`src/rtl/display_refresh_ctrl_pkg.sv`:
```
// rtl/display_refresh_ctrl_pkg.sv - shared state encoding and default parameters for the display refresh sequencer
package display_refresh_ctrl_pkg;

    typedef enum logic [2:0] {
        IDLE   = 3'd0,
        ARM    = 3'd1,
        RUN    = 3'd2,
        SETTLE = 3'd3,
        LATCH  = 3'd4
    } state_t;

    localparam int DEF_DIGITS         = 6;
    localparam int DEF_REFRESH_DIV    = 1000;
    localparam int DEF_BITS_PER_DIGIT = 8;
    localparam int DEF_TIMEOUT        = 64;

endpackage

```
`src/rtl/display_refresh_ctrl_refresh_timer.sv`:
```
// rtl/display_refresh_ctrl_refresh_timer.sv - periodic refresh down-counter with reload and expiry pulse
module display_refresh_ctrl_refresh_timer #(
    parameter int DIV = 1000
) (
    input  logic clk,
    input  logic reset,
    input  logic en,
    output logic expire
);

    localparam int             W      = $clog2(DIV);
    localparam logic [W-1:0]   RELOAD = W'(DIV - 1);

    logic [W-1:0] cnt;

    // Held at the reload value while disabled so a re-enable always starts a full period.
    always_ff @(posedge clk or posedge reset) begin
        if (reset) begin
            cnt <= RELOAD;
        end else if (!en || cnt == '0) begin
            cnt <= RELOAD;
        end else begin
            cnt <= cnt - 1'b1;
        end
    end

    assign expire = en && (cnt == '0);

endmodule

```
`src/rtl/display_refresh_ctrl.sv`:
```
// rtl/display_refresh_ctrl.sv - refresh sequencer for the 7-segment shift engine; optional PWM dimming under OE_PWM_EN
module display_refresh_ctrl
    import display_refresh_ctrl_pkg::*;
#(
    parameter int DIGITS         = DEF_DIGITS,
    parameter int REFRESH_DIV    = DEF_REFRESH_DIV,
    parameter int BITS_PER_DIGIT = DEF_BITS_PER_DIGIT,
    parameter int TIMEOUT        = DEF_TIMEOUT
) (
    input  logic                  clk,
    input  logic                  reset,
    input  logic                  en,
    input  logic [4*DIGITS-1:0]   live_in,
    input  logic [4*DIGITS-1:0]   hold_in,
    input  logic                  hold_sel,
    input  logic                  upd_req,
    input  logic                  eng_shift,
`ifdef OE_PWM_EN
    input  logic [3:0]            brightness,
`endif
    output logic [4*DIGITS-1:0]   eng_cnt,
    output logic                  eng_trigger,
    output logic                  latch,
    output logic                  oe_n,
    output logic                  busy,
    output logic                  err
);

    localparam int            EW        = $clog2(BITS_PER_DIGIT + 1);
    localparam int            WW        = $clog2(TIMEOUT);
    localparam logic [EW-1:0] EDGE_DONE = EW'(BITS_PER_DIGIT);
    localparam logic [WW-1:0] WD_LAST   = WW'(TIMEOUT - 1);

    state_t          state, next_state;
    logic            tick;
    logic            pending;
    logic            shift_q;
    logic [EW-1:0]   edge_cnt;
    logic [WW-1:0]   wd_cnt;
    logic            seen_latch;
    logic            capture;
    logic            rise;
    logic            done;

    display_refresh_ctrl_refresh_timer #(.DIV(REFRESH_DIV)) u_timer (
        .clk    (clk),
        .reset  (reset),
        .en     (en),
        .expire (tick)
    );

    assign capture = (state == IDLE) && pending && en;
    assign rise    = eng_shift && !shift_q;
    assign done    = (edge_cnt == EDGE_DONE) && !eng_shift;

    always_ff @(posedge clk or posedge reset) begin
        if (reset) begin
            state <= IDLE;
        end else begin
            state <= next_state;
        end
    end

    always_comb begin
        next_state = state;
        case (state)
            IDLE:    if (pending && en) next_state = ARM;
            ARM:     next_state = RUN;
            RUN: begin
                if (done) begin
                    next_state = SETTLE;
                end else if (wd_cnt == WD_LAST) begin
                    next_state = IDLE;
                end
            end
            SETTLE:  next_state = LATCH;
            LATCH:   next_state = IDLE;
            default: next_state = IDLE;
        endcase
    end

`ifdef OE_PWM_EN
    logic [3:0] pwm_cnt;

    always_ff @(posedge clk or posedge reset) begin
        if (reset) begin
            pwm_cnt <= 4'd0;
        end else begin
            pwm_cnt <= pwm_cnt + 4'd1;
        end
    end
`endif

    always_ff @(posedge clk or posedge reset) begin
        if (reset) begin
            pending     <= 1'b0;
            shift_q     <= 1'b0;
            edge_cnt    <= '0;
            wd_cnt      <= '0;
            seen_latch  <= 1'b0;
            eng_cnt     <= '0;
            eng_trigger <= 1'b0;
            latch       <= 1'b0;
            oe_n        <= 1'b1;
            busy        <= 1'b0;
            err         <= 1'b0;
        end else begin
            shift_q <= eng_shift;
            // A new request in the capture cycle survives the clear.
            pending <= upd_req || tick || (pending && !capture);

            if (capture) begin
                eng_cnt <= hold_sel ? hold_in : live_in;
            end

            if (state == ARM) begin
                edge_cnt <= '0;
                wd_cnt   <= '0;
            end else if (state == RUN) begin
                if (rise && edge_cnt != EDGE_DONE) begin
                    edge_cnt <= edge_cnt + 1'b1;
                end
                wd_cnt <= wd_cnt + 1'b1;
            end

            if (state == RUN && next_state == IDLE) begin
                err <= 1'b1;
            end
            if (state == LATCH) begin
                seen_latch <= 1'b1;
            end

            eng_trigger <= (next_state == ARM);
            latch       <= (next_state == LATCH);
            busy        <= (next_state != IDLE);

`ifdef OE_PWM_EN
            oe_n <= (seen_latch || state == LATCH) ? (pwm_cnt >= brightness) : 1'b1;
`else
            oe_n <= !(seen_latch || state == LATCH);
`endif
        end
    end

endmodule

```
`config.mk`:
```
export PLATFORM = sky130hd
export DESIGN_NAME = display_refresh_ctrl
export DESIGN_NICKNAME = d
export VERILOG_FILES = /design/src/rtl/display_refresh_ctrl_pkg.sv /design/src/rtl/display_refresh_ctrl_refresh_timer.sv /design/src/rtl/display_refresh_ctrl.sv
export SDC_FILE = /design/constraint.sdc
export NUM_CORES = 1
export LEC_CHECK = 0
export ABC_AREA = 1
export CORE_UTILIZATION = 50
export CTS_BUF_LIST = sky130_fd_sc_hd__clkbuf_16
export CTS_CLUSTER_DIAMETER = 50
export CTS_CLUSTER_SIZE = 28
export DETAILED_ROUTE_END_ITERATION = 7
export GPL_ROUTABILITY_DRIVEN = 1
export PLACE_DENSITY = 0.87
export SYNTH_ARGS = -nofsm -noshare
export SYNTH_HDL_FRONTEND = slang
export SYNTH_SLANG_ARGS = --single-unit
```
`constraint.sdc`:
```
create_clock -name clk -period 3.6 [get_ports clk]
set_clock_uncertainty 0.15 [all_clocks]
set_input_delay 1.08 -clock clk [delete_from_list [all_inputs] [get_ports clk]]
set_output_delay 1.08 -clock clk [all_outputs]
set_load 0.01 [all_outputs]
```
==> impl_summary.txt, run 1 <==
----------------------------------------------------
[Clock network]
  CTS max path bufs ... 2
  Number of H-tree branching levels ... 2
  Quantity of hold-fixing buffers added after cts ... 0
  Root buffer selected by CTS ... clkbuf_16
  Clock tree from TritonCTS ... done
  CTS-repair resized insts ... 0
  Latest clock arrival within the worst-skew pair ... 290 ps
  Total clock buffers created by CTS ... 5
  Post-CTS setup repair buffer count ... 0
  Clock slew at the register clock pins of the worst setup and hold paths ... 60 ps
  Number of clock sinks ... 55

[Floorplan]
  Die Y ... about 75 um
  Area of the core ... 5140 um^2
  Die area ... roughly 5700 um^2
  Starting density of the core ... 0.524
  Number of placement rows ... 26
  Die width ... around 75 um
  I/O pin count ... 83

[Worst setup path]
  Bufs and invs on worst path ... 1
  Critical R2R Capture ... err
  Critical path launch point type ... flop
  Maximum single-stage delay on the critical path ... around 520 ps
  Critical path required time ... between 2000 and 2500 ps
  Worst EP arrival ... 1320 ps
  Slowest-stage cell, CP ... clkdlybuf4s50_1
  Top delay family on crit path ... buffers and inverters
  Length in cells of the worst reg-to-reg path ... 9
  Maximum fanout encountered on the critical timing path ... 1
  Worst R2R Start ... edge_cnt[0]
  Cell-by-cell listing of the critical path ... clkdlybuf4s50_1
  Internal reg-to-reg setup slack ... ~1900 ps
  Crit. End Element ... output pin
  Type of the worst setup path ... flop to output pin

[Layout]
  Share of layout cells above drive strength 1 ... 0.117
  Count of inserted antenna diode cells ... 0
  Leading cell type in the layout, fill and taps excluded ... clkdlybuf4s50_1
  Final cell area excluding filler cells ... around 3700 um^2
  Fin nets ... approximately 450
  Post-layout instance count excluding filler cells ... roughly 460
  Layout area overhead ... 37.9%
  Final core utilization ... 0.722
  Most used cells in the layout excluding fill and tap cells ... clkdlybuf4s50_1 (82), nand2_1 (71), o21ai_0 (47)

[Global routing]
  Overall fraction of global-route tracks in use ... 0.218
  Pin count of the biggest net entering global routing ... 56
  Number of antenna violations at the first check in global routing ... 0
  First-pass GRT wire length ... around 9300 um
  Total congestion overflow ... 0
  Number of global-route vias before repair ... 2,206

[Placement]
  Count of buffers from port buffering ... 82
  HPWL reported at the end of detailed placement ... around 4100 um
  Number of instances in the placed design ... about 460
  Cell area reported after detailed placement ... ~3500 um^2
  Global placer's final weighted congestion ... approximately 0.8

[Min path]
  Type of the most critical hold path ... flop to flop
  Beginning of the worst hold path ... seen_latch
  Hold Path Stages ... 1
  Hold EP ... oe_n

[Logic synthesis]
  Number of storage elements in the synthesis netlist ... 55
  Synth Cell Area ... roughly 2700 um^2
  Post-Syn Instances ... 311
  Top cells by area in the synthesized netlist ... dfrtp_1 (43%), nand2_1 (9.9%), dfstp_2 (8.8%)
  Leading area contributor after synthesis ... dfrtp_1
  Sequential-to-total area share from yosys stat ... 0.516
  Syn Nets ... 370
  Avg Synthesized Cell Area ... 8.65 um^2
  Count of different cell masters after synthesis ... 30
  Share of the synthesized area in the top cell type ... 0.428
  Yosys synthesis warning count ... 0

[Detailed routing]
  Number of vias after detailed routing ... 2,277
  Post-detailed-route DRC marker count ... 0
  Aggregate routed wire length ... 5530 um
  Via count normalized by instance count ... between 4 and 5
  DR iter-0 viols ... around 130
  Detail-routed net length per standard cell ... 11.9 um
  Antenna Nets Post-Route ... 0
  Number of detailed-route iterations in the first pass ... 4

[Power and ir drop]
  Leakage component of the power ... ~1.7 nW
  Total power per unit cell area ... 666 nW/um^2
  Max VDD drop ... ~0.00033 V

[Timing]
  Final setup vio count ... 0
  Min Tclk post-route ... approximately 2500 ps
  Unrepaired setup endpoints after global routing ... false
  Post-Route Setup TNS ... 0 ps
  Part of the cycle the worst path needs ... 0.708
  Hold Violations, Final ... 0
  Max Slew Vio Count ... 0
  Relative max-transition margin ... 0.555
  Highest clock frequency the design can meet ... 392 MHz
  Tightest Pin Transition ... 667 ps

[Run status]
  Run status ... complete, no violations

[Job]
  Max_cap viols ... 0

----------------------------------------------------
-- through the flow --
step | setup WS (ps) | power (mW) | hold slack [ps]
floorplan | 1040 | 1.51 | 205
global placement | 1090 | 1.90 | 217
detailed placement | 982 | 1.96 | 237
CTS | 1050 | 2.49 | 246
global route | 1010 | 2.64 | 254
finish | 1050 | 2.47 | 242
-- registers in the layout, summed over array words and instances, names as in the netlist --
name         flops
wd_cnt           6
shift_q          1
err              1
eng_trigger      1
busy             1
pending          1
eng_cnt         24
edge_cnt         4
latch            1
seen_latch       1
state            3
oe_n             1
u_timer.cnt     10
-- cell families (layout without fill, tap and decap cells) --
group                      count (synthesis)  count (layout)  share of synthesized area
and+or+nand+nor                          116             116                      0.195
AOI/OAI and AO/OA                         67              67                      0.145
buffers and inverters                     60             142                     0.0953
DFF                                       55              55                      0.516
xor gates and xnor gates                   8               8                     0.0260
adders and majority gates                  5               5                     0.0232
-- cells in the mapped netlist --
| cell | instances |
|---|---|
| nand2_1 | 71 |
| o21ai_0 | 47 |
| dfrtp_1 | 46 |
| inv_1 | 43 |
| nand3_1 | 15 |
| nor2_1 | 14 |
| dfstp_2 | 9 |
| o21ai_2 | 8 |
| a21oi_1 | 6 |
| inv_2 | 6 |
| buf_2 | 5 |
| ha_1 | 5 |
| xor2_1 | 5 |
| clkbuf_1 | 3 |
| nand4_1 | 3 |
| xnor2_1 | 3 |
| buf_8 | 2 |
| nand2_2 | 2 |
| nor2_2 | 2 |
| nor3_1 | 2 |
| nor3_4 | 2 |
| o21ai_1 | 2 |
| o31ai_1 | 2 |
| or2_2 | 2 |
| a22o_1 | 1 |
| inv_4 | 1 |
| nand3_2 | 1 |
| nor2_4 | 1 |
| nor3_2 | 1 |
| o211ai_4 | 1 |
-- per-layer routing --
| layer | global-route usage | share of wire | up-vias |
|---|---|---|---|
| li1 | - | - | 1148 |
| met1 | 0.265 | 0.42 | 1052 |
| met4 | 0.0967 | 0.013 | 0 |
| met5 | 0 | 0 | - |
| met2 | 0.373 | 0.50 | 71 |
| met3 | 0.0516 | 0.067 | 6 |
-- where the power goes --
| group | total [mW] | switching, mW | internal (mW) |
|---|---|---|---|
| clock | 0.533 | 0.208 | 0.324 |
| sequential | 0.951 | 0.125 | 0.826 |
| combinational | 0.990 | 0.513 | 0.477 |
| total | 2.47 | 0.846 | 1.63 |
-- area by class of cell --
type / instances / area, um^2
fill: 410 / 1430
sequential: 55 / 1390
multi-input combinational: 196 / 1050
timing repair buffer: 84 / 836
inverter: 50 / 190
clock buffer: 5 / 125
tap: 70 / 87.6
clock inverter: 3 / 38.8
-- worst max path at each step --
stage          start      end  slack (ps)  cells after the start
6_report        oe_n     oe_n        1050                      1
3_3_place_gp      en  pending        1090                      6
4_1_cts         oe_n     oe_n        1050                      1
3_5_place_dp      en  pending         980                      6
5_1_grt         oe_n     oe_n        1010                      1
2_1_floorplan  reset     busy        1040                      1
No activity file was read; power rests on OpenSTA's default activity.
==> inputs of run 2 (changes only) <==
--- a/config.mk
+++ b/config.mk
@@ -6,13 +6,13 @@
 export NUM_CORES = 1
 export LEC_CHECK = 0
 export ABC_AREA = 1
-export CORE_UTILIZATION = 50
+export CORE_UTILIZATION = 47
 export CTS_BUF_LIST = sky130_fd_sc_hd__clkbuf_16
 export CTS_CLUSTER_DIAMETER = 50
 export CTS_CLUSTER_SIZE = 28
 export DETAILED_ROUTE_END_ITERATION = 7
 export GPL_ROUTABILITY_DRIVEN = 1
-export PLACE_DENSITY = 0.87
+export PLACE_DENSITY = 0.82
 export SYNTH_ARGS = -nofsm -noshare
 export SYNTH_HDL_FRONTEND = slang
 export SYNTH_SLANG_ARGS = --single-unit
==> constraint.sdc (replaced) <==
create_clock -name clk -period 2.5 [get_ports clk]
set_clock_uncertainty 0.15 [all_clocks]
set_input_delay 0.75 -clock clk [delete_from_list [all_inputs] [get_ports clk]]
set_output_delay 0.75 -clock clk [all_outputs]
set_load 0.01 [all_outputs]
==> run 2 against run 1 <==
Compared with the run above: critical endpoint unchanged; sequential power is 44% higher; non-clock buffer count is 1 higher; core utilization is 4.6 points lower; design area is 0.24% higher; clock power is 22% higher.
==> impl_summary.txt, run 2 (synthesis results as in run 1) <==
----------------------------------------------------
[Timing]
  Min setup slack post-route ... roughly 280 ps
  Worst hold margin ... approximately 240 ps
  Highest clock frequency the design can meet ... ~450 MHz
  Unrepaired setup endpoints after global routing ... false
  Hold Violations, Final ... 0
  Final setup vio count ... 0
  Relative max-transition margin ... 0.697
  Tightest Pin Transition ... 455 ps
  Post-Route Setup TNS ... 0 ps
  Min Tclk post-route ... roughly 2200 ps
  Max Slew Vio Count ... 0
  Part of the cycle the worst path needs ... 0.889

[Power and ir drop]
  Overall power ... around 3.4 mW
  Total power per unit cell area ... ~920 nW/um^2
  Max VDD drop ... roughly 0.00045 V
  Leakage component of the power ... between 1.5 and 2 nW

[Detailed routing]
  Detail-routed net length per standard cell ... between 10 and 15 um
  Aggregate routed wire length ... 5320 um
  DR iter-0 viols ... 59
  Number of vias after detailed routing ... 2,262
  Via count normalized by instance count ... around 4.9
  Number of detailed-route iterations in the first pass ... 4
  Antenna Nets Post-Route ... 0
  Post-detailed-route DRC marker count ... 0

[Job]
  Max_cap viols ... 0

[Worst setup path]
  Critical path launch point type ... flop
  Type of the worst setup path ... flop to output pin
  Maximum single-stage delay on the critical path ... 520 ps
  Internal reg-to-reg setup slack ... 820 ps
  Crit. End Element ... output pin
  Worst R2R Start ... u_timer.cnt[0]
  Bufs and invs on worst path ... 1
  Critical path required time ... 1600 ps
  Maximum fanout encountered on the critical timing path ... 1
  Cell-by-cell listing of the critical path ... clkdlybuf4s50_1
  Slowest-stage cell, CP ... clkdlybuf4s50_1
  Worst EP arrival ... roughly 1300 ps
  Length in cells of the worst reg-to-reg path ... 6
  Critical R2R Capture ... u_timer.cnt[7]
  Top delay family on crit path ... buffers and inverters

[Clock network]
  Latest clock arrival within the worst-skew pair ... 290 ps
  Clock tree from TritonCTS ... done
  Post-CTS setup repair buffer count ... 0
  CTS max path bufs ... 2
  Quantity of hold-fixing buffers added after cts ... 0
  Clock slew at the register clock pins of the worst setup and hold paths ... approximately 70 ps
  Root buffer selected by CTS ... clkbuf_16
  CTS-repair resized insts ... 0
  Total clock buffers created by CTS ... 5
  Number of H-tree branching levels ... 2
  Number of clock sinks ... 55

[Layout]
  Final core utilization ... 0.676
  Max FFs per register ... 24
  Total area of multi-input combinational cells ... between 1000 and 1500 um^2
  Post-layout instance count excluding filler cells ... 466
  Storage element area ... 1390 um^2
  Count of inserted antenna diode cells ... 0
  Largest Register ... eng_cnt
  Total of fill cells in the finished design ... between 400 and 500
  Registers with the highest flip-flop counts ... eng_cnt x24, u_timer.cnt x10, wd_cnt x6
  Final cell area excluding filler cells ... roughly 3700 um^2
  Share of layout cells above drive strength 1 ... 0.117
  Fin nets ... between 400 and 500
  Most used cells in the layout excluding fill and tap cells ... clkdlybuf4s50_1 (82), nand2_1 (71), o21ai_0 (47)
  Layout area overhead ... 38.3%
  Leading cell type in the layout, fill and taps excluded ... clkdlybuf4s50_1

[Min path]
  Hold EP ... oe_n
  Beginning of the worst hold path ... seen_latch
  Type of the most critical hold path ... flop to flop
  Hold Path Stages ... 1

[Placement]
  Number of instances in the placed design ... 458
  Setup slack at placement ... approximately 250 ps
  Global placer's final weighted congestion ... between 0.7 and 0.8
  HPWL reported at the end of detailed placement ... about 4100 um
  Count of buffers from port buffering ... 82
  Cell area reported after detailed placement ... roughly 3600 um^2

[Global routing]
  Pin count of the biggest net entering global routing ... 50
  Number of global-route vias before repair ... between 2,000 and 2,500
  First-pass GRT wire length ... 9250 um
  Total congestion overflow ... 0
  Number of antenna violations at the first check in global routing ... 0
  Overall fraction of global-route tracks in use ... 0.193

[Floorplan]
  Die area ... around 6000 um^2
  Starting density of the core ... 0.489
  Die Y ... just under 80 um
  Number of placement rows ... 27
  I/O pin count ... 83
  Area of the core ... roughly 5500 um^2
  Die width ... between 70 and 80 um

[Run status]
  Run status ... complete, no violations

----------------------------------------------------
run 2: changes by cell type in the layout (fill, tap and decap cells not counted), sizes merged:
cell    before  now
bufinv       1    0
buf          2    3
inv         50   51
run 2: worst max-delay path by stage:
stage,endpoint,cells past startpoint,slack (ps),start
CTS,oe_n,1,270,oe_n
finish,oe_n,1,280,oe_n
detailed placement,pending,6,250,en
global route,oe_n,1,240,oe_n
floorplan,busy,1,270,reset
global placement,pending,6,310,en
run 2: per-layer routing:
layer / part of all wire / GRT usage / wire (um)
met4: 0.017 / 0.0830 / 90
met5: 0 / 0 / 0
met1: 0.42 / 0.203 / 2230
met2: 0.51 / 0.360 / 2690
met3: 0.056 / 0.0494 / 297
run 2: cell type report:
type | count | share of cell area
sequential | 55 | 0.373
inverter | 50 | 0.0511
clock buffer | 5 | 0.0336
timing repair buffer | 85 | 0.233
multi-input combinational | 196 | 0.281
clock inverter | 3 | 0.00336
tap | 72 | 0.0242
run 2: report_power, final:
part	internal (mW)	total, mW	switching, mW	leakage [nW]
logic	0.692	1.41	0.716	1.00
registers	1.19	1.37	0.180	0.673
clock network	0.362	0.652	0.289	0.0724
total	2.24	3.43	1.19	1.75
run 2: worst reg2reg max path, cell delays in order, from the launching register on:
cell and delay (ps):
dfstp_2 530, inv_1 70, ha_1 210, nand3_1 100
nor3_2 60, nor2_2 330, nand3_1 140
